File: config.mk
export PLATFORM = sky130hd
export DESIGN_NAME = mem_access_stage
export DESIGN_NICKNAME = d
export VERILOG_FILES = /design/src/rtl/mem_access_stage.sv
export SDC_FILE = /design/constraint.sdc
export NUM_CORES = 1
export LEC_CHECK = 0
export ABC_AREA = 1
export CAP_MARGIN = 10
export CORE_ASPECT_RATIO = 0.9
export CORE_MARGIN = 2
export CORE_UTILIZATION = 52
export DETAILED_ROUTE_END_ITERATION = 6
export PLACE_DENSITY = 0.9
export SLEW_MARGIN = 20
export SYNTH_ARGS = -nofsm -noshare
export SYNTH_HDL_FRONTEND = slang
export SYNTH_SLANG_ARGS = --single-unit
File: constraint.sdc
create_clock -name clk -period 3.3 [get_ports clk]
set_input_delay 0.66 -clock clk [delete_from_list [all_inputs] [get_ports clk]]
set_output_delay 0.66 -clock clk [all_outputs]
set_load 0.02 [all_outputs]
File: src/rtl/mem_access_stage.sv
// Memory-access pipeline stage between execute and writeback: issues aligned byte/half/word
// loads and stores over a req/gnt/rvalid port, passes other ops through with one cycle of latency.
module mem_access_stage #(
    parameter int ADDR_W  = 20,
    parameter int DATA_W  = 32,
    parameter int IDX_W   = 4,
    parameter int TIMEOUT = 64
) (
    input  logic              clk,
    input  logic              rst_async_n,
    input  logic              in_valid,
    output logic              in_ready,
    input  logic              in_is_load,
    input  logic              in_is_store,
    input  logic [1:0]        in_size,
    input  logic              in_unsigned,
    input  logic [DATA_W-1:0] in_data,
    input  logic [DATA_W-1:0] in_store_data,
    input  logic [IDX_W-1:0]  in_rd,
    output logic              mem_req,
    input  logic              mem_gnt,
    output logic              mem_we,
    output logic [ADDR_W-1:0] mem_addr,
    output logic [DATA_W/8-1:0] mem_be,
    output logic [DATA_W-1:0] mem_wdata,
    input  logic              mem_rvalid,
    input  logic [DATA_W-1:0] mem_rdata,
    output logic              out_valid,
    input  logic              out_ready,
    output logic [IDX_W-1:0]  out_rd,
    output logic [DATA_W-1:0] out_result,
    output logic              out_fault
);
    localparam int NB        = DATA_W / 8;
    localparam int LB        = $clog2(NB);
    localparam int CNT_W     = (TIMEOUT < 2) ? 1 : $clog2(TIMEOUT + 1);
    localparam int TO_LAST_I = (TIMEOUT == 0) ? 0 : TIMEOUT - 1;
    localparam logic [CNT_W-1:0] TO_LAST = CNT_W'(TO_LAST_I);
    localparam logic [2:0] LB3 = 3'((LB > 7) ? 7 : LB);
    localparam int SB2 = (DATA_W >= 32) ? 31 : DATA_W - 1;
    localparam int SB3 = (DATA_W >= 64) ? 63 : DATA_W - 1;

    typedef enum logic [1:0] {ST_IDLE, ST_REQ, ST_WAIT, ST_DRAIN} state_t;

    state_t              state_reg, state_next;
    logic [CNT_W-1:0]    cnt_reg, cnt_next;
    logic                mem_req_reg, mem_req_next, mem_we_reg, mem_we_next;
    logic [ADDR_W-1:0]   mem_addr_reg, mem_addr_next;
    logic [NB-1:0]       mem_be_reg, mem_be_next;
    logic [DATA_W-1:0]   mem_wdata_reg, mem_wdata_next;
    logic                out_valid_reg, out_valid_next, out_fault_reg, out_fault_next;
    logic [DATA_W-1:0]   out_result_reg, out_result_next;
    logic [IDX_W-1:0]    out_rd_reg, out_rd_next;
    logic [DATA_W-1:0]   addr_reg, addr_next;
    logic [LB-1:0]       lane_reg, lane_next;
    logic [1:0]          size_reg, size_next;
    logic                unsigned_reg, unsigned_next, store_reg, store_next;

    logic                accept, in_is_mem, in_fault, timeout_hit;
    logic [2:0]          in_mask;
    logic [NB-1:0]       be_base;
    logic [DATA_W-1:0]   wdata_rep, rd_shifted, load_ext;
    logic                load_sign, load_fill;

    assign in_ready    = (state_reg == ST_IDLE) && (!out_valid_reg || out_ready);
    assign accept      = in_valid && in_ready;
    assign in_is_mem   = in_is_load || in_is_store;
    assign in_mask     = (3'd1 << in_size) - 3'd1;
    assign in_fault    = in_is_mem && (({1'b0, in_size} > LB3) || ((in_data[2:0] & in_mask) != 3'd0));
    assign timeout_hit = (TIMEOUT != 0) && (cnt_reg == TO_LAST);

    always_comb begin
        case (in_size)
            2'd0:    be_base = NB'(8'h01);
            2'd1:    be_base = NB'(8'h03);
            2'd2:    be_base = NB'(8'h0F);
            default: be_base = NB'(8'hFF);
        endcase
    end

    // Each write lane repeats the low 2^size store bytes; source byte is lane modulo access size.
    for (genvar gi = 0; gi < NB; gi++) begin : g_wlane
        logic [7:0] src_byte;
        always_comb begin
            case (in_size)
                2'd0:    src_byte = in_store_data[7:0];
                2'd1:    src_byte = in_store_data[8*(gi % 2) +: 8];
                2'd2:    src_byte = in_store_data[8*(gi % 4) +: 8];
                default: src_byte = in_store_data[8*(gi % 8) +: 8];
            endcase
        end
        assign wdata_rep[8*gi +: 8] = src_byte;
    end

    assign rd_shifted = mem_rdata >> {lane_reg, 3'b000};

    always_comb begin
        case (size_reg)
            2'd0:    load_sign = rd_shifted[7];
            2'd1:    load_sign = rd_shifted[15];
            2'd2:    load_sign = rd_shifted[SB2];
            default: load_sign = rd_shifted[SB3];
        endcase
        load_fill = !unsigned_reg && load_sign;
    end

    for (genvar gi = 0; gi < NB; gi++) begin : g_rlane
        localparam bit K0 = (gi < 1);
        localparam bit K1 = (gi < 2);
        localparam bit K2 = (gi < 4);
        localparam bit K3 = (gi < 8);
        logic keep;
        always_comb begin
            case (size_reg)
                2'd0:    keep = K0;
                2'd1:    keep = K1;
                2'd2:    keep = K2;
                default: keep = K3;
            endcase
        end
        assign load_ext[8*gi +: 8] = keep ? rd_shifted[8*gi +: 8] : {8{load_fill}};
    end

    always_comb begin
        state_next      = state_reg;
        cnt_next        = cnt_reg;
        mem_req_next    = mem_req_reg;
        mem_we_next     = mem_we_reg;
        mem_addr_next   = mem_addr_reg;
        mem_be_next     = mem_be_reg;
        mem_wdata_next  = mem_wdata_reg;
        out_valid_next  = out_valid_reg;
        out_fault_next  = out_fault_reg;
        out_result_next = out_result_reg;
        out_rd_next     = out_rd_reg;
        addr_next       = addr_reg;
        lane_next       = lane_reg;
        size_next       = size_reg;
        unsigned_next   = unsigned_reg;
        store_next      = store_reg;

        if (out_valid_reg && out_ready) begin
            out_valid_next = 1'b0;
        end

        case (state_reg)
            ST_IDLE: begin
                if (accept) begin
                    out_rd_next = in_rd;
                    cnt_next    = '0;
                    if (!in_is_mem || in_fault) begin
                        out_valid_next  = 1'b1;
                        out_fault_next  = in_fault;
                        out_result_next = in_data;
                    end else begin
                        state_next     = ST_REQ;
                        mem_req_next   = 1'b1;
                        mem_we_next    = in_is_store;
                        mem_addr_next  = {in_data[ADDR_W-1:LB], {LB{1'b0}}};
                        mem_be_next    = be_base << in_data[LB-1:0];
                        mem_wdata_next = wdata_rep;
                        addr_next      = in_data;
                        lane_next      = in_data[LB-1:0];
                        size_next      = in_size;
                        unsigned_next  = in_unsigned;
                        store_next     = in_is_store;
                    end
                end
            end
            ST_REQ: begin
                cnt_next = cnt_reg + CNT_W'(1);
                if (mem_gnt) begin
                    mem_req_next = 1'b0;
                    mem_we_next  = 1'b0;
                    if (store_reg) begin
                        state_next      = ST_IDLE;
                        out_valid_next  = 1'b1;
                        out_fault_next  = 1'b0;
                        out_result_next = addr_reg;
                    end else begin
                        state_next = ST_WAIT;
                    end
                end else if (timeout_hit) begin
                    mem_req_next    = 1'b0;
                    mem_we_next     = 1'b0;
                    state_next      = ST_IDLE;
                    out_valid_next  = 1'b1;
                    out_fault_next  = 1'b1;
                    out_result_next = addr_reg;
                end
            end
            ST_WAIT: begin
                cnt_next = cnt_reg + CNT_W'(1);
                if (mem_rvalid) begin
                    state_next      = ST_IDLE;
                    out_valid_next  = 1'b1;
                    out_fault_next  = 1'b0;
                    out_result_next = load_ext;
                end else if (timeout_hit) begin
                    // The late response still has to be swallowed before the port is reusable.
                    state_next      = ST_DRAIN;
                    out_valid_next  = 1'b1;
                    out_fault_next  = 1'b1;
                    out_result_next = addr_reg;
                end
            end
            default: begin
                if (mem_rvalid) begin
                    state_next = ST_IDLE;
                end
            end
        endcase
    end

    always_ff @(posedge clk or negedge rst_async_n) begin
        if (!rst_async_n) begin
            state_reg      <= ST_IDLE;
            cnt_reg        <= '0;
            mem_req_reg    <= 1'b0;
            mem_we_reg     <= 1'b0;
            mem_addr_reg   <= '0;
            mem_be_reg     <= '0;
            mem_wdata_reg  <= '0;
            out_valid_reg  <= 1'b0;
            out_fault_reg  <= 1'b0;
            out_result_reg <= '0;
            out_rd_reg     <= '0;
            addr_reg       <= '0;
            lane_reg       <= '0;
            size_reg       <= '0;
            unsigned_reg   <= 1'b0;
            store_reg      <= 1'b0;
        end else begin
            state_reg      <= state_next;
            cnt_reg        <= cnt_next;
            mem_req_reg    <= mem_req_next;
            mem_we_reg     <= mem_we_next;
            mem_addr_reg   <= mem_addr_next;
            mem_be_reg     <= mem_be_next;
            mem_wdata_reg  <= mem_wdata_next;
            out_valid_reg  <= out_valid_next;
            out_fault_reg  <= out_fault_next;
            out_result_reg <= out_result_next;
            out_rd_reg     <= out_rd_next;
            addr_reg       <= addr_next;
            lane_reg       <= lane_next;
            size_reg       <= size_next;
            unsigned_reg   <= unsigned_next;
            store_reg      <= store_next;
        end
    end

    assign mem_req    = mem_req_reg;
    assign mem_we     = mem_we_reg;
    assign mem_addr   = mem_addr_reg;
    assign mem_be     = mem_be_reg;
    assign mem_wdata  = mem_wdata_reg;
    assign out_valid  = out_valid_reg;
    assign out_fault  = out_fault_reg;
    assign out_result = out_result_reg;
    assign out_rd     = out_rd_reg;

endmodule

==> metrics list <==
- Outcome: completed
- Crit start category: register
* Via-per-instance ratio: 5.49
- Final HPWL DP: 15700 um
* Skew-Pair Late Insertion Delay: 420 ps
- The first TritonRoute pass finished after 6 iterations.
- Maximum VDD drop: 644 uV
- After detailed routing, the average wire length per cell comes to 16.2 um.
- The number of setup buffers added after CTS is 0.
- Vias: 7593
* Power density relative to cell area: 1060 nW/um^2
- Setup violations remaining at the end of the flow were counted as 0.
* Post-route non-filler standard cell count: 1382
- All-layer global routing usage: 0.312
- Static Leakage: 4.68 nW
- Relative to the synthesized area, the layout overhead comes to 35.8%.
- In this run, synthesis inferred 0 flip-flops with an integrated enable.
- The via count of the first global-routing pass is 7231.
- Clock root cell: sky130_fd_sc_hd__clkbuf_16
- Routability Congestion: 0.910
- The average instance in the mapped netlist occupies 6.89 um^2.
* Area after DPL: 9110 um^2
- Total Routed Length: 22400 um
- Post-detailed-route count of antenna-violating nets: 0
- Minimum setup slack among reg-to-reg paths: 800 ps
- CTS sink count: 121
* Post-route design area: 9680 um^2
* Pin count of the biggest net entering global routing: 59
* Yosys warning total: 0
- Summed over all layers, the global routing overflow is 0.
* Initial antenna violation count: 0
- The final hold violation count was 0.
- Top cell family by delay on the critical path: buffers and inverters
- Pwr Total: 10.2 mW
- After clock tree synthesis, the clock-pin slew on the worst setup and hold paths is 60 ps.
- Resized Gates After CTS: 0
- Type of destination of the critical path: output pin
- Counting flops with an async set or reset pin after synthesis yields a share of 1.00.
- Filler cell count in the final layout: 1025
- By startpoint and endpoint, the worst setup path is classified as register to output pin.
- Destination of the worst register-to-register timing path: out_result[0]$_DFFE_PN0P_
* Clock Skew: 8.55 ps
- Synthesis handed over a netlist of 1035 instances.
- Slowest-stage cell, CP: sky130_fd_sc_hd__clkdlybuf4s50_1
- The initial utilization of the core area, before any placement, comes to 0.534.
* Crit Reg-Reg Startpoint: state_reg[1]$_DFFE_PN0P_
- Area of the core region: 13400 um^2
* Post-placement worst setup slack: 562 ps
- Final #Nets: 1318
* Number of buffers between clock root and the deepest sink: 2
- FF-to-FF path depth: 9
- Number of design rule violations left after detail routing: 0
* Final count of pins violating max slew: 0
- Floorplan die area: 14700 um^2
* Upper clock frequency limit: 361 MHz
- Number of buffer cells added on primary ports: 205
- Setup repair after global routing missed its margin: no
- Measured against its own limit, the worst slew margin works out to 0.536.
- Inserted Clock Buffers: 17
* Post-route minimum period: 2770 ps
- Synth Flop Type: sky130_fd_sc_hd__dfrtp_1
- After clock tree synthesis, the flow added hold-fix buffers numbering 0.
- Number of inserted diodes: 0
- Endpoint required time on the critical path: 2640 ps
* WP buf/inv: 3
* DRC marker count from the first detailed-route iteration: 655
- Worst stage delay on the critical path: 600 ps
- The first global-routing pass estimated 36000 um of wire.
- For the final routed database, the setup TNS stands at 0 ps.
- Dividing the final minimum period by the clock period gives 0.840.
- Count of pins on the block boundary: 208
- Post-synth design cell area: 7130 um^2
- At the pin with the least slew margin, the transition time is 694 ps.
- Maximum capacitance violations: 0
* Most used cell along the critical path: sky130_fd_sc_hd__inv_1
- Share of cells above drive strength 1: 0.0519
- Largest fanout of any net on the critical path: 9
- Num rows: 40
* Floorplan die height: 115 um
- STA puts the critical path data arrival time at 2110 ps.
* Cell Chain, Critical Path: inv_1, ha_2, inv_1, nor2_1, clkdlybuf4s50_1
- The worst path meets setup with 528 ps of slack.
- CTS tree: yes
- The clock tree synthesis step divided the H-tree into 4 levels.
- Sequential-to-total area share from yosys stat: 0.425
- Post-synthesis sequential element count: 121
* Path category of the worst min-delay check: primary input to async pin
- In this run the horizontal extent of the chip is 127 um.
- In this run, distinct cell masters in the synthesized netlist total 34.
- Cell total after placement: 1350
worst max-delay path by stage:
stage,start,slack (ps),endpoint,depth (start not counted)
floorplan,out_ready,1490,out_result[2]$_DFFE_PN0P_,9
global placement,out_ready,640,in_ready,6
detailed placement,in_size[1],560,out_result[11]$_DFFE_PN0P_,12
CTS,state_reg[0]$_DFFE_PN0P_,530,in_ready,5
global route,state_reg[0]$_DFFE_PN0P_,450,in_ready,5
finish,state_reg[0]$_DFFE_PN0P_,530,in_ready,5
power breakdown:
group	internal [mW]	switching (mW)	total [mW]
Combinational	2.27	3.36	5.63
Clock	1.13	0.694	1.82
Sequential	2.19	0.582	2.78
Total	5.59	4.63	10.2
per-layer routing:
layer	vias up	global-route usage	wire, um
met5	-	0	0
met4	0	0.0967	467
met3	40	0.0777	2000
met2	401	0.512	10700
met1	3532	0.411	9230
li1	3620	-	-
cells by family (layout without fill, tap and decap cells):
family,after synthesis,after routing,share of synthesized area
and+or+nand+nor,650,650,0.367
buffers and inverters,129,307,0.0897
AOI/OAI and AO/OA,128,128,0.108
DFF,121,121,0.425
adders and majority gates,6,6,0.0105
other,1,2,0.000526
layout by cell type, fill, tap and decap left out, types with 2 or more instances in the layout:
cell,instances
sky130_fd_sc_hd__nand2_2,3
sky130_fd_sc_hd__nand4_1,4
sky130_fd_sc_hd__clkbuf_1,2
sky130_fd_sc_hd__o22ai_1,2
sky130_fd_sc_hd__clkdlybuf4s50_1,204
sky130_fd_sc_hd__ha_1,5
sky130_fd_sc_hd__clkinv_2,5
sky130_fd_sc_hd__a21oi_1,36
sky130_fd_sc_hd__dfrtp_1,121
sky130_fd_sc_hd__nand2_4,2
sky130_fd_sc_hd__nand2_1,449
sky130_fd_sc_hd__o211ai_1,25
sky130_fd_sc_hd__clkbuf_16,17
sky130_fd_sc_hd__o21ai_1,6
sky130_fd_sc_hd__clkinvlp_4,2
sky130_fd_sc_hd__bufinv_16,2
sky130_fd_sc_hd__o21ai_0,33
sky130_fd_sc_hd__buf_4,18
sky130_fd_sc_hd__a31oi_1,9
sky130_fd_sc_hd__inv_2,3
sky130_fd_sc_hd__nor2_1,109
sky130_fd_sc_hd__clkinv_4,3
sky130_fd_sc_hd__conb_1,2
sky130_fd_sc_hd__inv_1,48
sky130_fd_sc_hd__nand3_1,76
sky130_fd_sc_hd__o21bai_1,7
sky130_fd_sc_hd__a41oi_1,8
cell usage after synthesis (all sizes together), types with 2 or more instances:
master,n,share of area
buf,62,0.054
o211ai,25,0.026
a41oi,8,0.0098
dfrtp,121,0.42
nor3,2,0.0021
o21bai,7,0.0074
ha,6,0.011
o22ai,2,0.0018
nand4,4,0.0035
clkbuf,15,0.0079
a21oi,36,0.025
a31oi,9,0.0079
or2,2,0.0018
nand2,454,0.24
o21ai,39,0.027
inv,51,0.027
nor2,110,0.059
nand3,77,0.056
stage by stage:
step	hold slack (ps)	utilization
2_1_floorplan	364	-
3_3_place_gp	459	0.682
3_5_place_dp	465	0.682
4_1_cts	290	0.724
5_1_grt	321	0.724
6_report	268	0.724
final cells by class:
cell class	instances	area, um^2	area share
clock buffers	20	447	0.0461
clock inverters	12	126	0.0131
inverters	52	195	0.0202
multi-input cells	786	3480	0.359
flip-flops and latches	121	3030	0.313
well taps	168	210	0.0217
repair buffers	223	2200	0.227
worst register-to-register path: stages, from the launching register on:
cell,delay [ps]
sky130_fd_sc_hd__dfrtp_1,440
sky130_fd_sc_hd__inv_1,110
sky130_fd_sc_hd__ha_1,430
sky130_fd_sc_hd__inv_2,130
sky130_fd_sc_hd__or2_1,290
sky130_fd_sc_hd__nand2_4,300
sky130_fd_sc_hd__nand2_1,260
sky130_fd_sc_hd__o211ai_1,320
sky130_fd_sc_hd__nand2_1,100
sky130_fd_sc_hd__nand2_1,70
No activity file was read; power rests on OpenSTA's default activity.
